$ cat src/rtl/boot_pkg.sv
// rtl/boot_pkg.sv - shared state encoding and stream constants for the boot loader
package boot_pkg;

  typedef enum logic [2:0] {
    ST_IDLE       = 3'd0,
    ST_HDR_SEL    = 3'd1,
    ST_HDR_CNT_HI = 3'd2,
    ST_HDR_CNT_LO = 3'd3,
    ST_PAYLOAD    = 3'd4,
    ST_FINISH     = 3'd5
  } boot_state_e;

  localparam logic [7:0] SEL_IMEM = 8'h00;
  localparam logic [7:0] SEL_DMEM = 8'h01;
  localparam logic [7:0] SEL_END  = 8'hFF;

  localparam int TIMEOUT_CYC_DEF = 2_000_000;

endpackage

$ cat src/rtl/boot_timeout_cnt.sv
// rtl/boot_timeout_cnt.sv - saturating idle counter between received bytes
module boot_timeout_cnt
  import boot_pkg::*;
#(
  parameter int TIMEOUT_CYC = TIMEOUT_CYC_DEF
) (
  input  logic clock,
  input  logic reset,
  input  logic clear,
  output logic expired
);

  localparam int CNT_W = (TIMEOUT_CYC > 2) ? $clog2(TIMEOUT_CYC) : 1;
  localparam logic [CNT_W-1:0] LIMIT = CNT_W'(TIMEOUT_CYC - 1);

  logic [CNT_W-1:0] cnt;

  // Holds at LIMIT so a long stall never wraps back into a "fresh" window.
  always_ff @(posedge clock or negedge reset) begin
    if (!reset) begin
      cnt <= '0;
    end else if (clear) begin
      cnt <= '0;
    end else if (cnt != LIMIT) begin
      cnt <= cnt + CNT_W'(1);
    end
  end

  assign expired = (cnt == LIMIT);

endmodule

$ cat src/rtl/boot_loader_ctrl.sv
// rtl/boot_loader_ctrl.sv - UART-fed program loader that owns memory and CPU reset
module boot_loader_ctrl
  import boot_pkg::*;
#(
  parameter int ADDR_W      = 14,
  parameter int TIMEOUT_CYC = TIMEOUT_CYC_DEF
) (
  input  logic              clock,
  input  logic              reset,
  input  logic              start,
  input  logic              rx_valid,
  input  logic [7:0]        rx_byte,
  output logic              cpu_rst_n,
  output logic              mem_we,
  output logic              mem_sel,
  output logic [ADDR_W-1:0] mem_addr,
  output logic [31:0]       mem_wdata,
  output logic              busy,
  output logic              done,
  output logic              err
);

  localparam int IDX_W = ADDR_W + 1;
  localparam logic [16:0] MAX_WORDS = 17'(2 ** ADDR_W);

  boot_state_e      state;
  logic [7:0]       cnt_hi;
  logic [23:0]      asm_q;
  logic [1:0]       byte_idx;
  logic [IDX_W-1:0] word_idx;
  logic [IDX_W-1:0] word_cnt;
  logic [IDX_W-1:0] word_nxt;
  logic [15:0]      cnt_n;
  logic             to_clear;
  logic             to_expired;
  logic             timed_out;

  assign cnt_n     = {cnt_hi, rx_byte};
  assign word_nxt  = word_idx + IDX_W'(1);
  assign to_clear  = (state == ST_IDLE) || rx_valid;
  assign timed_out = to_expired && !rx_valid && (state != ST_IDLE);

  boot_timeout_cnt #(
    .TIMEOUT_CYC(TIMEOUT_CYC)
  ) u_timeout (
    .clock  (clock),
    .reset  (reset),
    .clear  (to_clear),
    .expired(to_expired)
  );

  always_ff @(posedge clock or negedge reset) begin
    if (!reset) begin
      state     <= ST_IDLE;
      cpu_rst_n <= 1'b1;
      mem_we    <= 1'b0;
      mem_sel   <= 1'b0;
      mem_addr  <= '0;
      mem_wdata <= '0;
      busy      <= 1'b0;
      done      <= 1'b0;
      err       <= 1'b0;
      cnt_hi    <= '0;
      asm_q     <= '0;
      byte_idx  <= '0;
      word_idx  <= '0;
      word_cnt  <= '0;
    end else begin
      mem_we <= 1'b0;
      done   <= 1'b0;
      case (state)
        ST_IDLE: begin
          if (start) begin
            state     <= ST_HDR_SEL;
            busy      <= 1'b1;
            cpu_rst_n <= 1'b0;
            err       <= 1'b0;
          end
        end
        ST_FINISH: begin
          done      <= 1'b1;
          cpu_rst_n <= 1'b1;
          busy      <= 1'b0;
          state     <= ST_IDLE;
        end
        default: begin
          // Aborts leave cpu_rst_n low so a partial image never executes.
          if (timed_out) begin
            err   <= 1'b1;
            busy  <= 1'b0;
            state <= ST_IDLE;
          end else if (rx_valid) begin
            case (state)
              ST_HDR_SEL: begin
                if (rx_byte == SEL_END) begin
                  state <= ST_FINISH;
                end else if (rx_byte == SEL_IMEM || rx_byte == SEL_DMEM) begin
                  mem_sel <= rx_byte[0];
                  state   <= ST_HDR_CNT_HI;
                end else begin
                  err   <= 1'b1;
                  busy  <= 1'b0;
                  state <= ST_IDLE;
                end
              end
              ST_HDR_CNT_HI: begin
                cnt_hi <= rx_byte;
                state  <= ST_HDR_CNT_LO;
              end
              ST_HDR_CNT_LO: begin
                if (cnt_n == 16'd0) begin
                  state <= ST_HDR_SEL;
                end else if ({1'b0, cnt_n} > MAX_WORDS) begin
                  err   <= 1'b1;
                  busy  <= 1'b0;
                  state <= ST_IDLE;
                end else begin
                  word_cnt <= IDX_W'(cnt_n);
                  word_idx <= '0;
                  byte_idx <= '0;
                  state    <= ST_PAYLOAD;
                end
              end
              ST_PAYLOAD: begin
                asm_q    <= {asm_q[15:0], rx_byte};
                byte_idx <= byte_idx + 2'd1;
                if (byte_idx == 2'd3) begin
                  mem_we    <= 1'b1;
                  mem_wdata <= {asm_q, rx_byte};
                  mem_addr  <= word_idx[ADDR_W-1:0];
                  word_idx  <= word_nxt;
                  if (word_nxt == word_cnt) begin
                    state <= ST_HDR_SEL;
                  end
                end
              end
              default: begin
                state <= ST_IDLE;
              end
            endcase
          end
        end
      endcase
    end
  end

endmodule

$ cat config.mk
export PLATFORM = sky130hd
export DESIGN_NAME = boot_loader_ctrl
export DESIGN_NICKNAME = d
export VERILOG_FILES = /design/src/rtl/boot_pkg.sv /design/src/rtl/boot_timeout_cnt.sv /design/src/rtl/boot_loader_ctrl.sv
export SDC_FILE = /design/constraint.sdc
export NUM_CORES = 1
export LEC_CHECK = 0
export ABC_AREA = 1
export CORE_UTILIZATION = 62
export DETAILED_ROUTE_END_ITERATION = 8
export PLACE_DENSITY = 0.86
export REMOVE_ABC_BUFFERS = 1
export SLEW_MARGIN = 30
export SYNTH_ARGS = -nofsm -noshare
export SYNTH_HDL_FRONTEND = slang
export SYNTH_SLANG_ARGS = --single-unit
$ cat constraint.sdc
create_clock -name clock -period 3.1 [get_ports clock]
set_input_delay 0.465 -clock clock [delete_from_list [all_inputs] [get_ports clock]]
set_output_delay 0.465 -clock clock [all_outputs]
set_load 0.01 [all_outputs]
* Yosys cells after proc, flatten, opt, wreduce, memory -nomap -nowiden
Cells that the tools add are included.
** Word-level totals
- Bits in registers :: 140
- Bits in read-only memories :: 0
- Output and inout bits :: 52
- Bits of input ports :: 12
- Logic and storage cells :: 123
- Memory bits (writable) :: 0
- Latch bits :: 0
- Memories :: 0
** Operators by class
- $add $sub $neg :: 3
- $mul :: 0
- Shift operators :: 0
- Div/mod/pow operators :: 0
- Bitwise logic cells :: 6
- Mux-type cells :: 45
- Reductions and logical operators :: 28
- Eq/ne operators :: 25
- $lt $le $gt $ge :: 1
** Operators by type and width (count)
- $mux 15 :: 3
- $mux 21 :: 2
- $pmux 15 s2 :: 1
- $mux 3 :: 8
- $add 21x1->21 const B :: 1
- $eq 21x21->1 const B :: 1
- $ne 21x21->1 const B :: 1
- $mux 1 :: 20
- $ne 5x5->1 const B :: 4
- $reduce_and 6->1 :: 3
- $gt 16x15->1 const B :: 1
- $logic_not 16->1 :: 1
- $ne 4x4->1 const B :: 4
- $add 15x1->15 const B :: 1
- $eq 15x15->1 :: 1
- $reduce_and 7->1 :: 2
- $pmux 3 s4 :: 1
- $reduce_and 4->1 :: 3
- $ne 5x4->1 const B :: 2
- $pmux 1 s2 :: 5
- $eq 8x1->1 const B :: 1
- $eq 8x8->1 const B :: 1
- $logic_not 8->1 :: 1
- $ne 2x2->1 const B :: 4
- other kinds (21) :: 36

* Logic depth before layout (Yosys ltp)
- Depth after elaboration :: 8
- Mapped depth :: 17
- Mapped depth without buffers :: 17

* By module
From an unflattened synthesis, not the netlist that was laid out.
** Second synthesis, totals
- Cell total of the unflattened synthesis :: 853
- Area total of the unflattened synthesis :: 6757.7 um2
** Modules (own cells, without submodules)
- boot_loader_ctrl :: times used 1, cells each 651, area each 5362.6 um2, seq. area each 2979.1 um2
- boot_timeout_cnt :: times used 1, cells each 202, area each 1395.1 um2, seq. area each 525.5 um2

* Worst setup path after synthesis
OpenSTA, ideal clock, no wires.
- Kind :: reg2reg
- Start point :: reg word_idx[0]
- End point :: reg state[2]
- Clock period less this slack :: 1.775 ns
- Data required time :: 2.983 ns
- Arrival time :: 1.658 ns
- Path buffers :: 0
- Setup slack :: 1.325 ns
- Setup time :: 0.117 ns
- Cell stages (with the launch flop) :: 18
- Path through :: dfrtp_1 > ha_1 > nand2_2 > inv_1 > nand2_1 > nand2_1 > nand2_1 > nand2_1 > inv_1 > nand3_1 > nor2_1 > nand2_1 > nor2_1 > nand2_1 > nand2_2 > nand2_2 > nand2_1 > nand2_1
** Between the ends
- Longest elaborated chain between the ends :: 4
** RTL lines
- start: declaration :: line boot_loader_ctrl.sv:30 : logic [IDX_W-1:0] word_idx;
- start signal: assignment :: line boot_loader_ctrl.sv:131 : word_idx <= word_nxt;
- $add 15x1->15 :: line boot_loader_ctrl.sv:39 : assign word_nxt = word_idx + IDX_W'(1);
- $eq 15x15->1 :: line boot_loader_ctrl.sv:132 : if (word_nxt == word_cnt) begin
- $ne 5x4->1 (no source line)
- $reduce_and 4->1 (no source line)
- end signal: assignment :: line boot_loader_ctrl.sv:54 : state <= ST_IDLE;
- end signal: assignment :: line boot_loader_ctrl.sv:133 : state <= ST_HDR_SEL;
- end signal: assignment :: line boot_loader_ctrl.sv:138 : state <= ST_IDLE;
- end: declaration :: line boot_loader_ctrl.sv:26 : boot_state_e state;
Every way passes these cells.
A chain may end at the register's enable or synchronous reset.

* Worst setup path in the final report
- Start point :: reg word_idx[0]
- End point :: reg state[0]
Same word-level chain as after synthesis.

==> results by stage <==
Run:
- The total of max-cap violations is 0.

Critical path:
- The startpoint type of the worst setup path is a register.
- The data arrival time at the worst-slack endpoint is 2.69 ns.
- The timing startpoint of the critical path is word_idx[0].
- The worst register-to-register path begins at word_idx[0].
- The largest fanout on the critical path is 6.
- The kind of capture point of the worst setup path is a register.
- The critical path required time is 3.53 ns.
- The worst setup path is of the register to register kind.

Global route:
- The number of global-route vias before repair is 5669.
- The global routing stage identified its most utilized layer as met2.
- The fraction of met1 tracks used by global routing is 37.8%.
- The met3 global-route usage is 8.55%.
- For met2 alone, demand over resource in global routing was 52.0%.
- The overall routing resource usage is 31.0%.
- The first-pass GRT wire length is 26.4 mm.
- The initial antenna violation count is 0.
- Entering global routing, the biggest net connects 105 pins.
- The total congestion overflow after global routing is 0.

Clocking:
- The TritonCTS clock tree is done.
- The longest clock path from root to sink contains 2 buffers.
- The clock reaches the later pin of the worst-skew pair after 0.54 ns.
- Clock-pin slew was measured on the worst setup and hold paths at 0.06 ns.
- The clock sink total is 140.
- Clock tree synthesis inserted a total of 17 buffers.
- Clock tree synthesis selected as its root buffer the cell sky130_fd_sc_hd__clkbuf_8.
- The depth of the CTS H-tree is 4.

Layout:
- 0 antenna diodes ended up in the layout.
- The cell area after layout is 7990 um2.
- The net count of the finished layout is 884.
- Relative to the synthesized area, the layout overhead comes to 22.0%.
- The fraction of layout cells with a size suffix above 1 is 7.71%.
- The count of non-filler cells in the finished layout is 1018.
- Measured on the finished design, the core utilization comes to 77.7%.

Synth:
- The synthesized design contains 140 register bits.
- Of the post-synthesis cell area, the dominant cell type holds 53.1%.
- Of all cell types, the one taking the most synthesized area is sky130_fd_sc_hd__dfrtp_1.
- Yosys printed 0 warnings.
- Among all cell types in the netlist, the one instantiated most often is sky130_fd_sc_hd__nand2_1.
- In this run, synthesis inferred 0 flip-flops with an integrated enable.
- The main flop type after synthesis is sky130_fd_sc_hd__dfrtp_1.
- The synthesized netlist occupies a cell area of 6550 um2.
- Synthesis instantiated 38 different standard cells from the library.
- The commonest cells after synthesis are sky130_fd_sc_hd__nand2_1, sky130_fd_sc_hd__dfrtp_1, sky130_fd_sc_hd__o21ai_0.
- The fraction of registers with async set/reset is 100%.
- After synthesis, flip-flops and latches occupy 53.5% of the total area.
- Synthesis produced 801 cells.
- Averaged over all synthesized cells, the footprint is 8.17 um2.
- Yosys attributes the largest share of cell area to sky130_fd_sc_hd__dfrtp_1, sky130_fd_sc_hd__nand2_1, sky130_fd_sc_hd__o21ai_0, sky130_fd_sc_hd__inv_1, sky130_fd_sc_hd__nand3_1.

Timing:
- For the pin with the worst max-slew slack, the measured transition is 0.529 ns.
- The final number of setup-violating endpoints is 0.
- On the final layout, the worst clock skew is 0.00765 ns.
- The maximum operating frequency is 441 MHz.
- The final-report max-slew violation count is 0.
- Summed over all failing endpoints, the final setup total negative slack is 0 ns.
- The final count of hold timing violations is 0.
- After layout, the worst path uses 73.1% of the clock period.
- The worst relative slew slack is 64.7%.
- Setup repair after global routing left no endpoint under its margin.
- The clock period could shrink to 2.27 ns.

Outcome:
- The flow ran to the end, and the final reports show no timing, DRC or antenna violations.

Floorplan:
- The core region is 10300 um2.
- The floorplan has 37 rows.
- Once the floorplan was initialized, standard cells occupied 63.7% of the core.
- The vertical extent of the die is 105 um.
- The die covers 11000 um2.
- 64 I/O pins were placed.
- The floorplan step set the die width to 105 um.

Place:
- Port buffering added 63 buffers.
- Routability-driven placement finished with a final weighted congestion of 0.883.
- The wire-length estimate of the detail-placed layout is 10.6 mm.
- After detailed placement, the total cell area comes to 7320 um2.
- After detailed placement, the design holds a cell count of 985.

Power and ir drop:
- The largest vdd supply drop is 0.645 mV.
- Summed over all cells, the static leakage comes to 3.78 nW.
- The power per cell area is 669 nW/um2.
- The design draws 0.00534 W.

Drt:
- The number of search-and-repair iterations in the first detailed-routing pass is 5.
- The remaining routing DRC violations is 0.
- Using the TritonRoute via totals, the vias-per-cell ratio works out to 5.51.
- The detail route stage leaves a number of antenna-violating nets equal to 0.
- The detailed router finished its first iteration with 346 violations.
- Summed over all layers, the routed wires come to 15.6 mm.
- After detailed routing, the average wire length per cell comes to 15.3 um.
- The routed via count is 5613.

Hold path:
- The path category of the worst min-delay check is primary input to asynchronous set/reset pin.
worst paths after layout:
kind	end	slack, ns	depth (start not counted)
max in group asynchronous	u_timeout.cnt[10]	1.88	3
worst min-delay path	mem_addr[1]	0.38	2
worst max register to register	state[0]	0.83	16
worst max-delay path	state[0]	0.83	16
worst min register to register	cpu_rst_n	0.47	2
min in group clock	cpu_rst_n	0.47	2
repair_timing:
item / 4_1_cts / 5_1_grt
gates resized for setup: 0 / 0
hold buffers: 1 / 0
hold endpoints to repair: 35 / 0
buffers inserted: 0 / 0
flip-flops by register name, indices dropped and copies added (netlist names):
signal / count
cnt_hi: 8
mem_sel: 1
busy: 1
u_timeout.cnt: 21
err: 1
mem_we: 1
byte_idx: 2
word_cnt: 15
asm_q: 24
done: 1
state: 3
mem_wdata: 32
word_idx: 15
cpu_rst_n: 1
mem_addr: 14
layout by cell type (no fill, tap or decap), drive strengths merged, types with 2 or more instances in the layout:
| cell | count |
|---|---|
| nand2 | 233 |
| dfrtp | 139 |
| o21ai | 107 |
| inv | 105 |
| nor2 | 68 |
| clkdlybuf4s50 | 62 |
| nand3 | 47 |
| nand4 | 20 |
| clkbuf | 18 |
| a21oi | 15 |
| nor3 | 13 |
| xor2 | 8 |
| nor4 | 8 |
| buf | 7 |
| bufinv | 5 |
| o21a | 3 |
| nand3b | 3 |
| ha | 3 |
| a31oi | 2 |
| clkinvlp | 2 |
| clkinv | 2 |
| or2 | 2 |
cell type report:
class,instances,area (um2)
Sequential cell,140,3500
Multi-Input combinational cell,540,2570
Fill cell,714,2290
Timing Repair Buffer,70,712
Clock buffer,18,428
Inverter,100,375
Clock inverter,14,229
Tap cell,136,170
kinds of logic (layout without fill, tap and decap cells):
group	after synthesis	after routing	share of synthesized area [%]
AOI/OAI and AO/OA	131	131	10.4
xor gates and xnor gates	10	10	1.55
adders and majority gates	3	3	0.574
buffers and inverters	121	202	7.25
DFF	140	140	53.5
muxes	1	1	0.172
and+or+nand+nor	395	395	26.6
metrics by stage:
stage                     worst slack, ns  hold WS [ns]
after floorplan                     0.724         0.169
after global placement              0.811         0.384
after detailed placement            0.706         0.389
after CTS                           0.916         0.379
after global routing                0.707         0.388
final                               0.834         0.385
metal layers:
layer,share of wire [%],vias up,wire (um)
met4,1.9,0,299
li1,-,2723,-
met3,5.6,32,877
met5,0,-,0
met1,42,2684,6550
met2,51,174,7880
critical path, stage by stage (launching register included):
cell	delay (ns)
sky130_fd_sc_hd__dfrtp_1	0.45
sky130_fd_sc_hd__ha_1	0.24
sky130_fd_sc_hd__nand2_2	0.13
sky130_fd_sc_hd__inv_1	0.09
sky130_fd_sc_hd__nand2_1	0.10
sky130_fd_sc_hd__nor2_1	0.22
sky130_fd_sc_hd__nand4_1	0.13
sky130_fd_sc_hd__nand2_1	0.12
sky130_fd_sc_hd__inv_1	0.06
sky130_fd_sc_hd__nand2_1	0.05
sky130_fd_sc_hd__nand2_1	0.04
sky130_fd_sc_hd__nor2_1	0.10
sky130_fd_sc_hd__nand2_1	0.09
sky130_fd_sc_hd__nand2_2	0.10
sky130_fd_sc_hd__nand2_2	0.07
sky130_fd_sc_hd__nand2_1	0.09
sky130_fd_sc_hd__nand2_1	0.06
where the power goes:
part           switching, W  total, W  internal, W
sequential         0.000177   0.00226      0.00209
combinational      0.000506  0.000823     0.000317
clock              0.000824   0.00225      0.00143
total               0.00151   0.00534      0.00383
No activity file was read; power rests on OpenSTA's default activity.
